File: src/rtl/fixed_predictor_encoder_if.sv
// Sample-in / residual-out stream bundle for the fixed-predictor encoder.
//
// Valid semantics: a sample transfers on every rising clock edge where
// iValid is high. There is no ready/backpressure: the encoder accepts every
// valid input. The consumer must likewise take every cycle that has oValid
// high. iFirst and iOrder carry meaning only when iValid is high.
interface fixed_predictor_encoder_if #(
    parameter int SAMPLE_WIDTH = 16
);
    localparam int RES_WIDTH = SAMPLE_WIDTH + 4;

    logic                          iValid;
    logic                          iFirst;
    logic [2:0]                    iOrder;
    logic signed [SAMPLE_WIDTH-1:0] iSample;

    logic                          oValid;
    logic                          oFirst;
    logic                          oWarmup;
    logic signed [RES_WIDTH-1:0]   oResidual;

    // Upstream framer side.
    modport master (
        output iValid, iFirst, iOrder, iSample,
        input  oValid, oFirst, oWarmup, oResidual
    );

    // Encoder side.
    modport slave (
        input  iValid, iFirst, iOrder, iSample,
        output oValid, oFirst, oWarmup, oResidual
    );
endinterface

File: src/rtl/fixed_predictor_encoder.sv
// FLAC fixed-predictor residual encoder, orders 0-4 selected per block.
// Four register stages: capture, partial terms, sum, output.
// Warm-up samples are flagged and passed through sign-extended.
module fixed_predictor_encoder #(
    parameter int SAMPLE_WIDTH = 16
) (
    input  logic                      iClock,
    input  logic                      iReset,
    fixed_predictor_encoder_if.slave  bus_if
);
    localparam int RES_WIDTH = SAMPLE_WIDTH + 4;

    function automatic logic signed [RES_WIDTH-1:0] sext(input logic signed [SAMPLE_WIDTH-1:0] v);
        return {{(RES_WIDTH-SAMPLE_WIDTH){v[SAMPLE_WIDTH-1]}}, v};
    endfunction

    // Per-block state
    logic [2:0]                     order_q, order_d;
    logic [2:0]                     cnt_q, cnt_d;
    logic signed [SAMPLE_WIDTH-1:0] hist_q [1:4];
    logic signed [SAMPLE_WIDTH-1:0] hist_d [1:4];

    // State as seen by the sample currently presented (after block start)
    logic [2:0]                     cur_order;
    logic [2:0]                     cur_cnt;
    logic                           cur_warm;
    logic signed [SAMPLE_WIDTH-1:0] cur_hist [1:4];

    // Stage 0: captured sample plus its history
    logic                           s0_valid_q, s0_first_q, s0_warm_q;
    logic [2:0]                     s0_order_q;
    logic signed [SAMPLE_WIDTH-1:0] s0_x_q [0:4];

    // Stage 1: signed partial terms
    logic signed [RES_WIDTH-1:0]    xe [0:4];
    logic signed [RES_WIDTH-1:0]    t_d [0:4];
    logic                           s1_valid_q, s1_first_q, s1_warm_q;
    logic signed [RES_WIDTH-1:0]    s1_t_q [0:4];

    // Stage 2: sum
    logic                           s2_valid_q, s2_first_q, s2_warm_q;
    logic signed [RES_WIDTH-1:0]    s2_sum_q;

    // Stage 3: output register
    logic                           out_valid_q, out_first_q, out_warm_q;
    logic signed [RES_WIDTH-1:0]    out_res_q;

    // Resolve block start, warm-up status and the next block state.
    always_comb begin
        cur_order = order_q;
        cur_cnt   = cnt_q;
        for (int i = 1; i <= 4; i++) cur_hist[i] = hist_q[i];
        if (bus_if.iValid && bus_if.iFirst) begin
            cur_order = (bus_if.iOrder > 3'd4) ? 3'd4 : bus_if.iOrder;
            cur_cnt   = cur_order;
            for (int i = 1; i <= 4; i++) cur_hist[i] = '0;
        end
        cur_warm = (cur_cnt != 3'd0);

        order_d = order_q;
        cnt_d   = cnt_q;
        for (int i = 1; i <= 4; i++) hist_d[i] = hist_q[i];
        if (bus_if.iValid) begin
            order_d   = cur_order;
            cnt_d     = cur_warm ? (cur_cnt - 3'd1) : cur_cnt;
            hist_d[1] = bus_if.iSample;
            hist_d[2] = cur_hist[1];
            hist_d[3] = cur_hist[2];
            hist_d[4] = cur_hist[3];
        end
    end

    // Block state and stage-0 capture; idle cycles leave block state alone.
    always_ff @(posedge iClock) begin
        if (iReset) begin
            order_q    <= '0;
            cnt_q      <= '0;
            s0_valid_q <= 1'b0;
            s0_first_q <= 1'b0;
            s0_warm_q  <= 1'b0;
            s0_order_q <= '0;
            for (int i = 1; i <= 4; i++) hist_q[i] <= '0;
            for (int i = 0; i <= 4; i++) s0_x_q[i] <= '0;
        end else begin
            order_q    <= order_d;
            cnt_q      <= cnt_d;
            for (int i = 1; i <= 4; i++) hist_q[i] <= hist_d[i];
            s0_valid_q <= bus_if.iValid;
            if (bus_if.iValid) begin
                s0_first_q <= bus_if.iFirst;
                s0_warm_q  <= cur_warm;
                s0_order_q <= cur_order;
                s0_x_q[0]  <= bus_if.iSample;
                for (int i = 1; i <= 4; i++) s0_x_q[i] <= cur_hist[i];
            end
        end
    end

    // Shift-and-add coefficient terms; warm-up keeps only x[n] so the sum is the sample.
    always_comb begin
        for (int i = 0; i <= 4; i++) begin
            xe[i]  = sext(s0_x_q[i]);
            t_d[i] = '0;
        end
        t_d[0] = xe[0];
        if (!s0_warm_q) begin
            case (s0_order_q)
                3'd1: begin
                    t_d[1] = -xe[1];
                end
                3'd2: begin
                    t_d[1] = -(xe[1] <<< 1);
                    t_d[2] = xe[2];
                end
                3'd3: begin
                    t_d[1] = -((xe[1] <<< 1) + xe[1]);
                    t_d[2] = (xe[2] <<< 1) + xe[2];
                    t_d[3] = -xe[3];
                end
                3'd4: begin
                    t_d[1] = -(xe[1] <<< 2);
                    t_d[2] = (xe[2] <<< 2) + (xe[2] <<< 1);
                    t_d[3] = -(xe[3] <<< 2);
                    t_d[4] = xe[4];
                end
                default: ;
            endcase
        end
    end

    // Stages 1-3: register terms, sum them, register the output.
    always_ff @(posedge iClock) begin
        if (iReset) begin
            s1_valid_q  <= 1'b0;
            s1_first_q  <= 1'b0;
            s1_warm_q   <= 1'b0;
            s2_valid_q  <= 1'b0;
            s2_first_q  <= 1'b0;
            s2_warm_q   <= 1'b0;
            s2_sum_q    <= '0;
            out_valid_q <= 1'b0;
            out_first_q <= 1'b0;
            out_warm_q  <= 1'b0;
            out_res_q   <= '0;
            for (int i = 0; i <= 4; i++) s1_t_q[i] <= '0;
        end else begin
            s1_valid_q <= s0_valid_q;
            s1_first_q <= s0_first_q;
            s1_warm_q  <= s0_warm_q;
            for (int i = 0; i <= 4; i++) s1_t_q[i] <= t_d[i];

            s2_valid_q <= s1_valid_q;
            s2_first_q <= s1_first_q;
            s2_warm_q  <= s1_warm_q;
            s2_sum_q   <= s1_t_q[0] + s1_t_q[1] + s1_t_q[2] + s1_t_q[3] + s1_t_q[4];

            out_valid_q <= s2_valid_q;
            out_first_q <= s2_valid_q & s2_first_q;
            out_warm_q  <= s2_valid_q & s2_warm_q;
            if (s2_valid_q) out_res_q <= s2_sum_q;
        end
    end

    assign bus_if.oValid    = out_valid_q;
    assign bus_if.oFirst    = out_first_q;
    assign bus_if.oWarmup   = out_warm_q;
    assign bus_if.oResidual = out_res_q;
endmodule

File: src/flat_wrapper.sv
// flat-port wrapper written by rule: the top's interface ports become plain ports
module fixed_predictor_encoder_flat 
#(
    parameter int SAMPLE_WIDTH = 16
)
  (iClock, iReset, bus_if_iValid, bus_if_iFirst, bus_if_iOrder, bus_if_iSample, bus_if_oValid, bus_if_oFirst, bus_if_oWarmup, bus_if_oResidual);
  fixed_predictor_encoder_if #(.SAMPLE_WIDTH(SAMPLE_WIDTH)) bus_if_i ();
  input  logic iClock;
  input  logic iReset;
  input wire logic [$bits(bus_if_i.iValid)-1:0] bus_if_iValid;
  input wire logic [$bits(bus_if_i.iFirst)-1:0] bus_if_iFirst;
  input wire logic [$bits(bus_if_i.iOrder)-1:0] bus_if_iOrder;
  input wire logic [$bits(bus_if_i.iSample)-1:0] bus_if_iSample;
  output wire logic [$bits(bus_if_i.oValid)-1:0] bus_if_oValid;
  output wire logic [$bits(bus_if_i.oFirst)-1:0] bus_if_oFirst;
  output wire logic [$bits(bus_if_i.oWarmup)-1:0] bus_if_oWarmup;
  output wire logic [$bits(bus_if_i.oResidual)-1:0] bus_if_oResidual;
  assign bus_if_i.iValid = bus_if_iValid;
  assign bus_if_i.iFirst = bus_if_iFirst;
  assign bus_if_i.iOrder = bus_if_iOrder;
  assign bus_if_i.iSample = bus_if_iSample;
  assign bus_if_oValid = bus_if_i.oValid;
  assign bus_if_oFirst = bus_if_i.oFirst;
  assign bus_if_oWarmup = bus_if_i.oWarmup;
  assign bus_if_oResidual = bus_if_i.oResidual;
  fixed_predictor_encoder #(.SAMPLE_WIDTH(SAMPLE_WIDTH)) u_core (.iClock(iClock), .iReset(iReset), .bus_if(bus_if_i));
endmodule
File: config.mk
export PLATFORM = sky130hd
export DESIGN_NAME = fixed_predictor_encoder_flat
export DESIGN_NICKNAME = d
export VERILOG_FILES = /design/src/rtl/fixed_predictor_encoder_if.sv /design/src/rtl/fixed_predictor_encoder.sv /design/src/flat_wrapper.sv
export SDC_FILE = /design/constraint.sdc
export NUM_CORES = 1
export LEC_CHECK = 0
export BUFFER_PORTS_ARGS = -buffer_cell sky130_fd_sc_hd__buf_2
export CAP_MARGIN = 20
export CORE_ASPECT_RATIO = 1.75
export CORE_MARGIN = 5
export CORE_UTILIZATION = 50
export CTS_CLUSTER_DIAMETER = 150
export CTS_CLUSTER_SIZE = 14
export DETAILED_ROUTE_END_ITERATION = 16
export GPL_ROUTABILITY_DRIVEN = 0
export GPL_TIMING_DRIVEN = 0
export PLACE_DENSITY_LB_ADDON = 0.25
export SLEW_MARGIN = 20
export SYNTH_ARGS = -nofsm -noshare
export SYNTH_HDL_FRONTEND = slang
export SYNTH_SLANG_ARGS = --single-unit
File: constraint.sdc
create_clock -name iClock -period 4.2 [get_ports iClock]
set_input_delay 0.84 -clock iClock [delete_from_list [all_inputs] [get_ports iClock]]
set_output_delay 0.84 -clock iClock [all_outputs]
set_load 0.05 [all_outputs]
; Yosys cells after proc, flatten, opt, wreduce, memory -nomap -nowiden
; Memory sizes are Yosys's and may differ from the RTL's.
; Cells that the tools add are included.
[word_totals]
ff_bits = 58
ram_bits = 244
in_bits = 23
output_inout_bits = 23
word_cells = 88
mem_count = 3
[mem_list]
columns = memory, depth, width, rd, rd_ports_with_merged_regs, wr, line_no
row1 = u_core.s1_t_q, 5, 20, 5, 0, 5, fixed_predictor_encoder.sv:38  ; logic signed [RES_WIDTH-1:0] s1_t_q [0:4];
row2 = u_core.s0_x_q, 5, 16, 5, 0, 5, fixed_predictor_encoder.sv:32  ; logic signed [SAMPLE_WIDTH-1:0] s0_x_q [0:4];
row3 = u_core.hist_q, 4, 16, 4, 0, 4, fixed_predictor_encoder.sv:20  ; logic signed [SAMPLE_WIDTH-1:0] hist_q [1:4];
[op_classes]
add_sub_neg = 14
order_cmp = 1
eq_ne = 4
muxes = 31
bitwise_logic = 16
reduce_logical = 3
[op_table]
columns = operator, count
row1 = $mux W16, 9
row2 = $mux W64, 2
row3 = $mux W20, 6
row4 = $add A20 B20 Y20, 4
row5 = $mux W80, 1
row6 = $pmux W20 S4, 1
row7 = $pmux W20 S3, 1
row8 = $neg A16 Y20, 2
row9 = $neg A18 Y20, 2
row10 = $pmux W20 S2, 1
row11 = $add A17 B16 Y18, 2
row12 = $neg A17 Y20, 1
row13 = $neg A20 Y20, 1
row14 = $add A18 B17 Y19, 1
row15 = $or A1 B1 Y1, 14
row16 = $mux W3, 4
row17 = $eq A3 B2 Y1 const B, 2
row18 = $mux W1, 6
row19 = $eq A3 B1 Y1 const B, 1
row20 = $eq A3 B3 Y1 const B, 1
row21 = $gt A3 B3 Y1 const B, 1
row22 = $reduce_bool A3 Y1, 1
row23 = $sub A3 B1 Y3 const B, 1
row24 = $and A1 B1 Y1, 2
row25 = 2 further kinds, 2

; Longest topological paths before layout
; Gate-level depths: netlist of run 1.
[depth]
ltp_word = 5
depth_mapped = 17
mapped_depth_nobuf = 17

; Worst setup path after synthesis of run 1
; No wires, ideal clock.
[synth_path]
kind = register -> register
start = mem u_core.s1_t_q[0][2] in the netlist's numbering
end = reg u_core.s2_sum_q[18]
setup_ns = 0.128
arrival_time_ns = 4.097
required_ns = 4.072
setup_slack_ns = -0.024
stages_incl_launch_ff = 18
n_path_buf = 0
synth_period_minus_slack_ns = 4.224
path_cell_list = dfxtp_1 -> inv_1 -> fa_1 -> inv_1 -> fa_1 -> inv_1 -> fa_1 -> inv_1 -> ha_1 -> a21o_1 -> a21oi_1 -> o21ai_1 -> o41a_1 -> a41o_1 -> o41a_1 -> a31oi_1 -> xor2_1 -> nor2_1
[synth_lines]
columns = element, line_no
row1 = start: declaration, fixed_predictor_encoder.sv:38
row2 = end signal: assignment, fixed_predictor_encoder.sv:155  ; s2_sum_q <= s1_t_q[0] + s1_t_q[1] + s1_t_q[2] + s1_t_q[3] + s1_t_q[4];
row3 = end: declaration, fixed_predictor_encoder.sv:42  ; logic signed [RES_WIDTH-1:0] s2_sum_q;

==> metrics.yaml, run 1 <==
slew_headroom: 0.3832
hold_viol: 0
cts_sinks: 293
finalNetCount: 1683
setup_viol: 0
worst_path_max_delay_cell: "fa_1"
h-tree-depth: 1
arrival_ns: 4.57
port_buffers: 45
synth_seq_area_share: 0.4518
irDropWorstVdd_mv: 0.2636
cts_tree: "yes"
grtUsageTotal: 0.2071
synth_ff_type: "dfxtp_1"
stdcell_area_um2: 16260
row_count: 83
ys_ff_latch: 293
cellPowerDensity_nw_per_um2: 354.5
die_w_um: 139.9
rsz0062_at_grt: "true"
fp.dieArea_um2: 33180
start_util: 0.5038
antenna-diode-count: 0
grt_overflow: 0
grt_max_degree: 43
drtPass1Iterations: 5
io_pins: 46
cts_root_buf: "clkbuf_16"
crit_chain: "inv_2 -> fa_1 -> inv_1 -> fa_1 -> inv_1 -> fa_1 -> inv_2 -> ha_4 -> a21o_1 -> a21oi_2 -> o21ai_2 -> o41a_1 -> a41o_1 -> o41a_1 -> a31oi_1 -> xor2_1 -> nor2_1"
drt-total-wl_mm: 34.36
die-height_um: 237.3
path_common_cell: "fa_1"
drive_gt1_frac: 0.07249
p_leak_nw: 7.385
grt_first_pass_wirelength_mm: 54.23
cp-end-kind: "flop"
drt_iter0_drc: 512
cp_max_fo: 2
hold_path_class: "reg2reg"
drc: 0
place_area_um2: 15480
ant_nets: 0
cp_slowest_stage_delay_ns: 0.51
via_count: 10108
wl_per_cell_um: 17.83
syn-num-nets: 1606
path_buf_inv: 4
insertion_delay_ns: 0.55
synthCells: 1456
critPathKind: "reg2reg"
clk_pin_slew_ns: 0.07
final_core_util: 0.5553
synthDistinctLibCells: 72
outcome: "completed"
min_period_ns: 4.151
synth_edf_count: 80
ys_async_sr_fraction: 0
hpwl_mm: 27.72
syn_area_per_cell_um2: 10.13
crit_family: "adder cells"
worst_slew_pin_slew_ns: 0.9234
cts_buffers: 24
finClkSkew_ns: 0.01229
ctsHoldBuffers: 0
synth_warnings: 0
vias_per_cell: 5.245
drv_slew: 0
cp-start-kind: "flop"
required_ns: 4.61
max_freq_mhz: 240.9
grt_pass1_vias: 10279
clockBufferDepth: 3
whs_ns: 0.4250
period_share: 0.9884
drv_cap: 0
area_delta_synth_final_pct: 10.21
core_um2: 29290
netlist_area_um2: 14760
antenna_found_initial: 1
==> worst register-to-register path, stage by stage (launching register included) <==
cell and delay (ns):
dfxtp_4 0.38, inv_2 0.04, fa_1 0.47, inv_1 0.05, fa_1 0.47, inv_1 0.04, fa_1 0.51, inv_2 0.05
ha_4 0.20, a21o_1 0.16, a21oi_2 0.18, o21ai_2 0.08, o41a_1 0.34, a41o_1 0.29, o41a_1 0.36, a31oi_1 0.20
xor2_1 0.15, nor2_1 0.05
==> synth_stat cells, types with 3 or more instances <==
master    number  share of area
a211oi_1      10         0.0051
ha_1          69          0.059
o21ai_0       25         0.0085
clkbuf_1      45          0.011
o21ai_1        8         0.0027
nand2_1       40          0.010
fa_1          58          0.079
a21oi_1       43          0.015
o211ai_1       5         0.0025
a32oi_1        3         0.0018
xor2_1        27          0.016
nand4_1        5         0.0021
buf_2          4         0.0014
or3_1          5         0.0021
inv_1        174          0.044
mux2i_1       27          0.018
a21o_1        87          0.044
xnor2_1       63          0.037
a211o_1        4         0.0024
nand2b_1       8         0.0034
nor3b_1        6         0.0031
o31a_1         3         0.0018
edfxtp_1      80           0.16
nor2_1       141          0.036
and3_1        23         0.0098
or2_2          3         0.0013
o21bai_1       3         0.0015
a22oi_1       41          0.021
o22ai_1        3         0.0013
a31oi_1        6         0.0025
o22a_1         6         0.0036
a221oi_1      11         0.0065
nor3_1        17         0.0058
nor4_1         3         0.0013
nor2b_1       36          0.015
buf_1         11         0.0028
o31ai_1        4         0.0020
nand3_1        9         0.0031
dfxtp_1      213           0.29
o21a_1         4         0.0020
and2_1        84          0.036
==> flip-flops by register name, indices dropped and copies added (netlist names) <==
register / cells
u_core.s2_valid_q: 1
u_core.s2_first_q: 1
u_core.cnt_q: 3
u_core.s0_warm_q: 1
u_core.s1_valid_q: 1
u_core.bus_if.oValid: 1
u_core.s2_warm_q: 1
u_core.s1_first_q: 1
u_core.s0_x_q: 80
u_core.s2_sum_q: 20
u_core.s0_valid_q: 1
u_core.s1_warm_q: 1
u_core.bus_if.oFirst: 1
u_core.s0_first_q: 1
u_core.bus_if.oWarmup: 1
u_core.s1_t_q: 91
u_core.hist_q: 64
u_core.bus_if.oResidual: 20
u_core.order_q: 3
==> layout make-up <==
cell class                 count  area [µm²]
clock inverter                 1       16.27
fill                        2648       13020
tap                          382       478.0
multi-input combinational    927        7259
timing repair buffer          51       282.8
inverter                     174       655.6
buffer                        62       249.0
clock buffer                  37       649.4
sequential                   293        6671
==> metal layers <==
metal  vias up  track usage  part of all wire
met5         -            0           0.00032
met4         2       0.1258             0.067
met3        90      0.02214             0.035
met2       251       0.4000              0.54
met1      4736       0.2091              0.35
li1       5029            -                 -
==> logic make-up (layout without fill, tap and decap cells) <==
| logic type | Yosys count | count (layout) | synth area share |
|---|---|---|---|
| adder cells (fa/ha/maj) | 127 | 127 | 0.1372 |
| multiplexers | 28 | 28 | 0.01908 |
| AND/OR/NAND/NOR | 397 | 397 | 0.1404 |
| buffers and inverters | 236 | 325 | 0.06114 |
| XOR/XNOR | 91 | 91 | 0.05452 |
| flip-flops | 293 | 293 | 0.4518 |
| AO/OA/AOI/OAI | 284 | 284 | 0.1358 |
==> stage by stage <==
step | instances | setup slack [ns] | total power [mW] | TNS (ns)
6_report | 1927 | 0.04852 | 5.765 | 0
5_1_grt | 1927 | -0.1348 | 6.017 | -0.1592
4_1_cts | 1926 | -0.04046 | 5.808 | -0.04046
3_5_place_dp | 1884 | -0.3743 | 3.787 | -0.7743
3_3_place_gp | 1883 | -0.9456 | 3.768 | -75.77
2_1_floorplan | 1456 | 0.01452 | 3.601 | 0
==> power breakdown <==
group / total (mW) / internal, mW / switching, mW / leakage, nW
registers: 3.05 / 2.99 / 0.0590 / 2.61
clock network: 2.03 / 1.06 / 0.974 / 0.318
logic: 0.681 / 0.257 / 0.424 / 4.45
total: 5.76 / 4.31 / 1.46 / 7.38
==> what timing repair did <==
item                                   in CTS  in global routing
pin swaps                                  12                  8
buffers inserted                            4                  1
setup endpoints to repair                   5                  6
endpoints found under the hold margin       0                  0
gates resized for setup                     8                  9
==> cells in the final DEF, fill, tap and decap left out, drive strengths merged, types with 36 or more instances in the layout <==
cell	netlist	layout
and2	84	84
ha	69	69
nor2	141	141
a22oi	41	41
buf	17	68
fa	58	58
edfxtp	80	80
a21oi	43	43
clkbuf	45	82
nand2	41	41
nor2b	36	36
dfxtp	213	213
xnor2	64	64
inv	174	174
a21o	87	87
==> path summary, 6_finish.rpt <==
kind                            slack (ns)  cells past startpoint                 start                    to
worst max-delay path                  0.05                     17  u_core.s1_t_q[0][22]   u_core.s2_sum_q[18]
worst min-delay path                  0.43                      1     u_core.s2_first_q  u_core.bus_if.oFirst
worst max register to register        0.05                     17  u_core.s1_t_q[0][22]   u_core.s2_sum_q[18]
worst min register to register        0.43                      1     u_core.s2_first_q  u_core.bus_if.oFirst
(Power assumes the default switching activity.)
==> inputs of run 2 (changes only) <==
--- a/config.mk
+++ b/config.mk
@@ -16,6 +16,7 @@
 export GPL_ROUTABILITY_DRIVEN = 0
 export GPL_TIMING_DRIVEN = 0
 export PLACE_DENSITY_LB_ADDON = 0.25
+export SETUP_SLACK_MARGIN = 0.1
 export SLEW_MARGIN = 20
 export SYNTH_ARGS = -nofsm -noshare
 export SYNTH_HDL_FRONTEND = slang
==> run 2 against run 1 <==
The run now ends with negative setup slack left. Maximum frequency is 1.9% lower. Design area increased by 0.27%. Clock skew rose by 0.0064 ns. Via count grew 0.47%. Final cell count rose by 0.10%. Hold slack got worse by 0.0012 ns. First-iteration DRC count fell by 17%. Sequential cell count unchanged. Worst setup slack worse by 0.082 ns. Largest power group unchanged.
==> metrics.yaml, run 2 (synthesized netlist as in run 1, its figures left out) <==
cp_max_fo: 2  # unchanged
failed_checks: "negative setup slack"
grt_first_pass_wirelength_mm: 55.20  # +1.8%
max_freq_mhz: 236.2  # -1.9%
cp-startpoint: "u_core.s1_t_q[0][22]"
total_power_mw: 5.790  # +0.43%
drt-total-wl_mm: 34.57  # +0.62%
fp.dieArea_um2: 33180  # unchanged
place_area_um2: 15490  # about the same
cp-end-kind: "flop"
vias_per_cell: 5.265  # +0.37%
row_count: 83  # unchanged
insertion_delay_ns: 0.56  # about the same
drtPass1Iterations: 5  # unchanged
area_delta_synth_final_pct: 10.51
cts_buffers: 24  # unchanged
clockBufferDepth: 3  # unchanged
grt_max_degree: 48  # +12%
required_ns: 4.61  # about the same
grt_overflow: 0  # unchanged
hold_path_class: "reg2reg"
grt_pass1_vias: 10458  # +1.7%
finClkSkew_ns: 0.01873  # +0.006441 ns
io_pins: 46  # unchanged
pre_cts_slack_ns: -0.3131  # +0.06118 ns
hpwl_mm: 27.79  # +0.26%
ant_nets: 0  # unchanged
drv_slew: 0  # unchanged
biggestRegsByFlops: "u_core.s1_t_q (91), u_core.s0_x_q (80), u_core.hist_q (64)"
n_fill_cell: 2628  # -0.76%
ctsHoldBuffers: 0  # unchanged
die-height_um: 237.3  # unchanged
hold_viol: 0  # unchanged
layout_setup_ws_ns: -0.03353  # -0.08205 ns
cellPowerDensity_nw_per_um2: 355.1  # +0.16%
h-tree-depth: 1  # unchanged
antenna-diode-count: 0  # unchanged
rsz0062_at_grt: "true"
irDropWorstVdd_mv: 0.2898  # +10%
final_core_util: 0.5568  # +0.001495
cts_sinks: 293  # unchanged
clk_pin_slew_ns: 0.06  # about the same
core_um2: 29290  # unchanged
grtUsageTotal: 0.2096  # +0.002530
drv_cap: 0  # unchanged
stdcell_area_um2: 16310  # +0.27%
port_buffers: 45  # unchanged
r2r-end: "u_core.s2_sum_q[18]"
crit_path_end: "u_core.s2_sum_q[18]"
wl_per_cell_um: 17.92  # +0.52%
p_leak_nw: 7.421  # +0.49%
via_count: 10156  # +0.47%
start_util: 0.5038  # unchanged
die_w_um: 139.9  # unchanged
critPathKind: "reg2reg"
drc: 0  # unchanged
drive_gt1_frac: 0.07563  # +0.003138
finalNetCount: 1685  # +0.12%
layout_common_cells: "dfxtp_1, inv_1, nor2_1"
antenna_found_initial: 1  # unchanged
r2r_start: "u_core.s1_t_q[0][22]"
cts_tree: "yes"
rrSetupSlack_ns: -0.03  # -0.08 ns
cp-start-kind: "flop"
period_share: 1.008  # +0.01954
cts_root_buf: "clkbuf_16"
outcome: "finished with violations"
largest_reg_flops: 91  # unchanged
layout_commonest_cell: "dfxtp_1"
slew_headroom: 0.3729  # -0.01021
rr_worst_depth: 17  # unchanged
min_period_ns: 4.234  # +0.08205 ns
arrival_ns: 4.65  # +0.08 ns
top_register: "u_core.s1_t_q"
drt_iter0_drc: 423  # -17%
setup_viol: 1  # +1
worst_slew_pin_slew_ns: 0.9386  # +0.01528 ns
==> run 2: cell types whose count changed in the layout (fill, tap and decap cells not counted), sizes merged <==
| cell | change |
|---|---|
| buf | +2 |
==> run 2: worst min path at each step <==
stage	startpoint	endpoint	cells past startpoint
2_1_floorplan	u_core.s2_first_q	u_core.bus_if.oFirst	1
3_3_place_gp	u_core.s2_warm_q	u_core.bus_if.oWarmup	1
3_5_place_dp	u_core.s2_warm_q	u_core.bus_if.oWarmup	1
4_1_cts	u_core.s2_warm_q	u_core.bus_if.oWarmup	1
5_1_grt	u_core.s1_warm_q	u_core.s2_warm_q	1
6_report	u_core.s2_warm_q	u_core.bus_if.oWarmup	1
==> run 2: per-layer routing <==
layer | vias to the layer above | global-route usage | wire length (µm) | part of all wire
li1 | 5032 | - | - | -
met1 | 4759 | 0.2134 | 12300 | 0.36
met2 | 267 | 0.4075 | 18930 | 0.55
met3 | 98 | 0.02033 | 1111 | 0.032
met4 | 0 | 0.1214 | 2230 | 0.065
met5 | - | 0 | 0 | 0
==> run 2: area by class of cell <==
type / count / area, µm² / share of cell area
clock buffers: 37 / 649.4 / 0.03983
repair buffers: 53 / 305.3 / 0.01872
flip-flops and latches: 293 / 6673 / 0.4092
clock inverters: 1 / 30.03 / 0.001842
multi-input cells: 927 / 7266 / 0.4456
plain buffers: 62 / 249.0 / 0.01527
well taps: 382 / 478.0 / 0.02931
inverters: 174 / 655.6 / 0.04021
==> run 2: what timing repair did <==
action	4_1_cts	5_1_grt
setup endpoints to repair	8	8
buffers inserted	1	7
resized for setup	12	11
pin swaps	4	11
==> run 2: worst max-delay path, cell delays in order (launching register included) <==
cell and delay, ns:
dfxtp_4 0.38, inv_2 0.04, fa_1 0.49, inv_1 0.05, fa_1 0.47, inv_1 0.05
fa_1 0.52, inv_1 0.06, ha_1 0.27, a21o_1 0.17, a21oi_2 0.18, o21ai_2 0.08
o41a_1 0.35, a41o_1 0.24, o41a_1 0.36, a31oi_1 0.18, xor2_1 0.16, nor2_1 0.05
==> run 2: where the power goes <==
group          internal, mW  total [mW]  switching (mW)  leakage [nW]
sequential             2.99        3.05          0.0582          2.61
combinational         0.257       0.686           0.429          4.48
clock                  1.07        2.05           0.988         0.323
total                  4.31        5.79            1.48          7.42
==> run 2: metrics by stage <==
step | hold slack (ns) | cells | TNS, ns
floorplan | 0.4057 | 1456 | 0
global placement | 0.4095 | 1883 | -74.54
detailed placement | 0.4121 | 1884 | -0.5639
CTS | 0.4275 | 1923 | -0.07388
global route | 0.4465 | 1929 | -0.5407
finish | 0.4238 | 1929 | -0.03353
==> inputs of run 3 (changes only) <==
--- a/config.mk
+++ b/config.mk
@@ -10,6 +10,7 @@
 export CORE_ASPECT_RATIO = 1.75
 export CORE_MARGIN = 5
 export CORE_UTILIZATION = 50
+export CTS_BUF_LIST = sky130_fd_sc_hd__clkbuf_8
 export CTS_CLUSTER_DIAMETER = 150
 export CTS_CLUSTER_SIZE = 14
 export DETAILED_ROUTE_END_ITERATION = 16
==> run 3 against run 2 <==
The flow still finishes with violations (negative setup slack). Utilization is 0.96 points lower. Largest power group unchanged. Largest cell class unchanged. Power is 11% lower. First-iteration DRC count increased by 0.24%. Critical path type unchanged. Design area shrank 1.7%. Register-to-register slack barely moved. Routed wire length decreased by 1.2%. Sequential share of layout area is 0.72 points higher. Highest routed layer unchanged. Global-route usage fell by 0.28 points. Critical endpoint unchanged.
==> metrics.yaml, run 3 (synthesized netlist as in run 1, its figures left out) <==
finalNetCount: 1685  # unchanged
cellPowerDensity_nw_per_um2: 321.8  # -9.4%
start_util: 0.5038  # unchanged
worst_slew_pin_slew_ns: 0.9226  # -0.01608 ns
min_from: "u_core.s2_warm_q"
core_um2: 29290  # unchanged
hold_path_class: "reg2reg"
port_buffers: 45  # unchanged
layout_setup_ws_ns: -0.04673  # -0.01320 ns
io_pins: 46  # unchanged
p_leak_nw: 7.347  # -0.99%
vias_per_cell: 5.277  # +0.23%
required_ns: 4.64  # +0.03 ns
multi_input_area_um2: 7266  # unchanged
cp-startpoint: "u_core.s1_t_q[0][22]"
drive_gt1_frac: 0.07628  # +0.0006464
die-height_um: 237.3  # unchanged
n_fill_cell: 2668  # +1.5%
cts_tree: "yes"
grt_overflow: 0  # unchanged
finClkSkew_ns: 0.03108  # +0.01236 ns
slew_headroom: 0.3837  # +0.01074
hpwl_mm: 27.79  # unchanged
grt_max_degree: 48  # unchanged
total_power_mw: 5.157  # -11%
irDropWorstVdd_mv: 0.2543  # -12%
clockBufferDepth: 3  # unchanged
layout_commonest_cell: "dfxtp_1"
antenna_found_initial: 2  # +1
largest_reg_flops: 91  # unchanged
drtPass1Iterations: 5  # unchanged
biggestRegsByFlops: "u_core.s1_t_q (91), u_core.s0_x_q (80), u_core.hist_q (64)"
die_w_um: 139.9  # unchanged
whs_ns: 0.4295  # +0.005651 ns
via_count: 10185  # +0.29%
max_freq_mhz: 235.5  # -0.31%
drc: 0  # unchanged
regArea_um2: 6674  # about the same
r2r_start: "u_core.s1_t_q[0][22]"
arrival_ns: 4.69  # +0.04 ns
cts_buffers: 24  # unchanged
hold_viol: 0  # unchanged
drv_slew: 0  # unchanged
ctsHoldBuffers: 0  # unchanged
failed_checks: "negative setup slack"
drv_cap: 0  # unchanged
final_core_util: 0.5472  # -0.009570
outcome: "finished with violations"
insertion_delay_ns: 0.59  # +0.03 ns
period_share: 1.011  # +0.003144
row_count: 83  # unchanged
min_period_ns: 4.247  # +0.01320 ns
fp.dieArea_um2: 33180  # unchanged
area_delta_synth_final_pct: 8.607
setup_viol: 1  # unchanged
h-tree-depth: 1  # unchanged
cts_root_buf: "clkbuf_8"
wl_per_cell_um: 17.71  # -1.2%
cts_sinks: 293  # unchanged
layout_common_cells: "dfxtp_1, inv_1, nor2_1"
cp_max_fo: 2  # unchanged
clk_pin_slew_ns: 0.09  # +0.03 ns
drt-total-wl_mm: 34.17  # -1.2%
grt_pass1_vias: 10416  # -0.40%
critPathKind: "reg2reg"
rsz0062_at_grt: "true"
cp-start-kind: "flop"
grt_first_pass_wirelength_mm: 54.57  # -1.1%
top_register: "u_core.s1_t_q"
cp-end-kind: "flop"
grtUsageTotal: 0.2068  # -0.002795
drt_iter0_drc: 424  # +0.24%
ant_nets: 0  # unchanged
==> run 3: path summary, 6_finish.rpt <==
kind,end,slack (ns),cells past startpoint
setup / recovery,u_core.s2_sum_q[18],-0.05,17
hold / removal,u_core.bus_if.oWarmup,0.43,1
setup reg to reg,u_core.s2_sum_q[18],-0.05,17
hold reg to reg,u_core.bus_if.oWarmup,0.43,1
==> run 3: cell type report <==
cell class,instances,share of cell area
buffer,62,0.01554
clock inverter,14,0.004060
clock buffer,24,0.02061
tap,382,0.02983
inverter,174,0.04091
sequential,293,0.4165
antenna,1,0.0001562
timing repair buffer,53,0.01905
multi-input combinational,927,0.4534
==> run 3: critical path: stages, from the launching register on <==
cell and delay [ns]:
dfxtp_4 0.39, inv_2 0.05, fa_1 0.49, inv_1 0.05
fa_1 0.47, inv_1 0.05, fa_1 0.52, inv_1 0.06
ha_1 0.27, a21o_1 0.17, a21oi_2 0.18, o21ai_2 0.08
o41a_1 0.35, a41o_1 0.24, o41a_1 0.36, a31oi_1 0.18
xor2_1 0.17, nor2_1 0.05
==> run 3: power breakdown <==
group          leakage (nW)  internal (mW)  switching, mW
clock network         0.249          0.535          0.889
registers              2.61           2.99         0.0583
logic                  4.48          0.257          0.428
total                  7.35           3.78           1.38
==> run 3: what timing repair did <==
item / CTS / global route
pin swaps: 5 / 12
resized for setup: 13 / 11
buffers inserted: 1 / 7
setup endpoints to repair: 8 / 8
==> run 3: routing by layer <==
layer / share of wire / track usage
met3: 0.036 / 0.01912
met4: 0.070 / 0.1264
met2: 0.54 / 0.4000
met5: 0 / 0
met1: 0.35 / 0.2100
==> run 3: stage by stage <==
stage | setup slack (ns) | area, µm² | cells | TNS (ns)
after floorplan | 0.1200 | 14760 | 1456 | 0
after global placement | -0.9338 | 15460 | 1883 | -74.54
after detailed placement | -0.3131 | 15490 | 1884 | -0.5639
after CTS | -0.08961 | 15950 | 1923 | -0.08961
after global routing | -0.2642 | 16030 | 1930 | -0.5945
final | -0.04673 | 16030 | 1930 | -0.04673
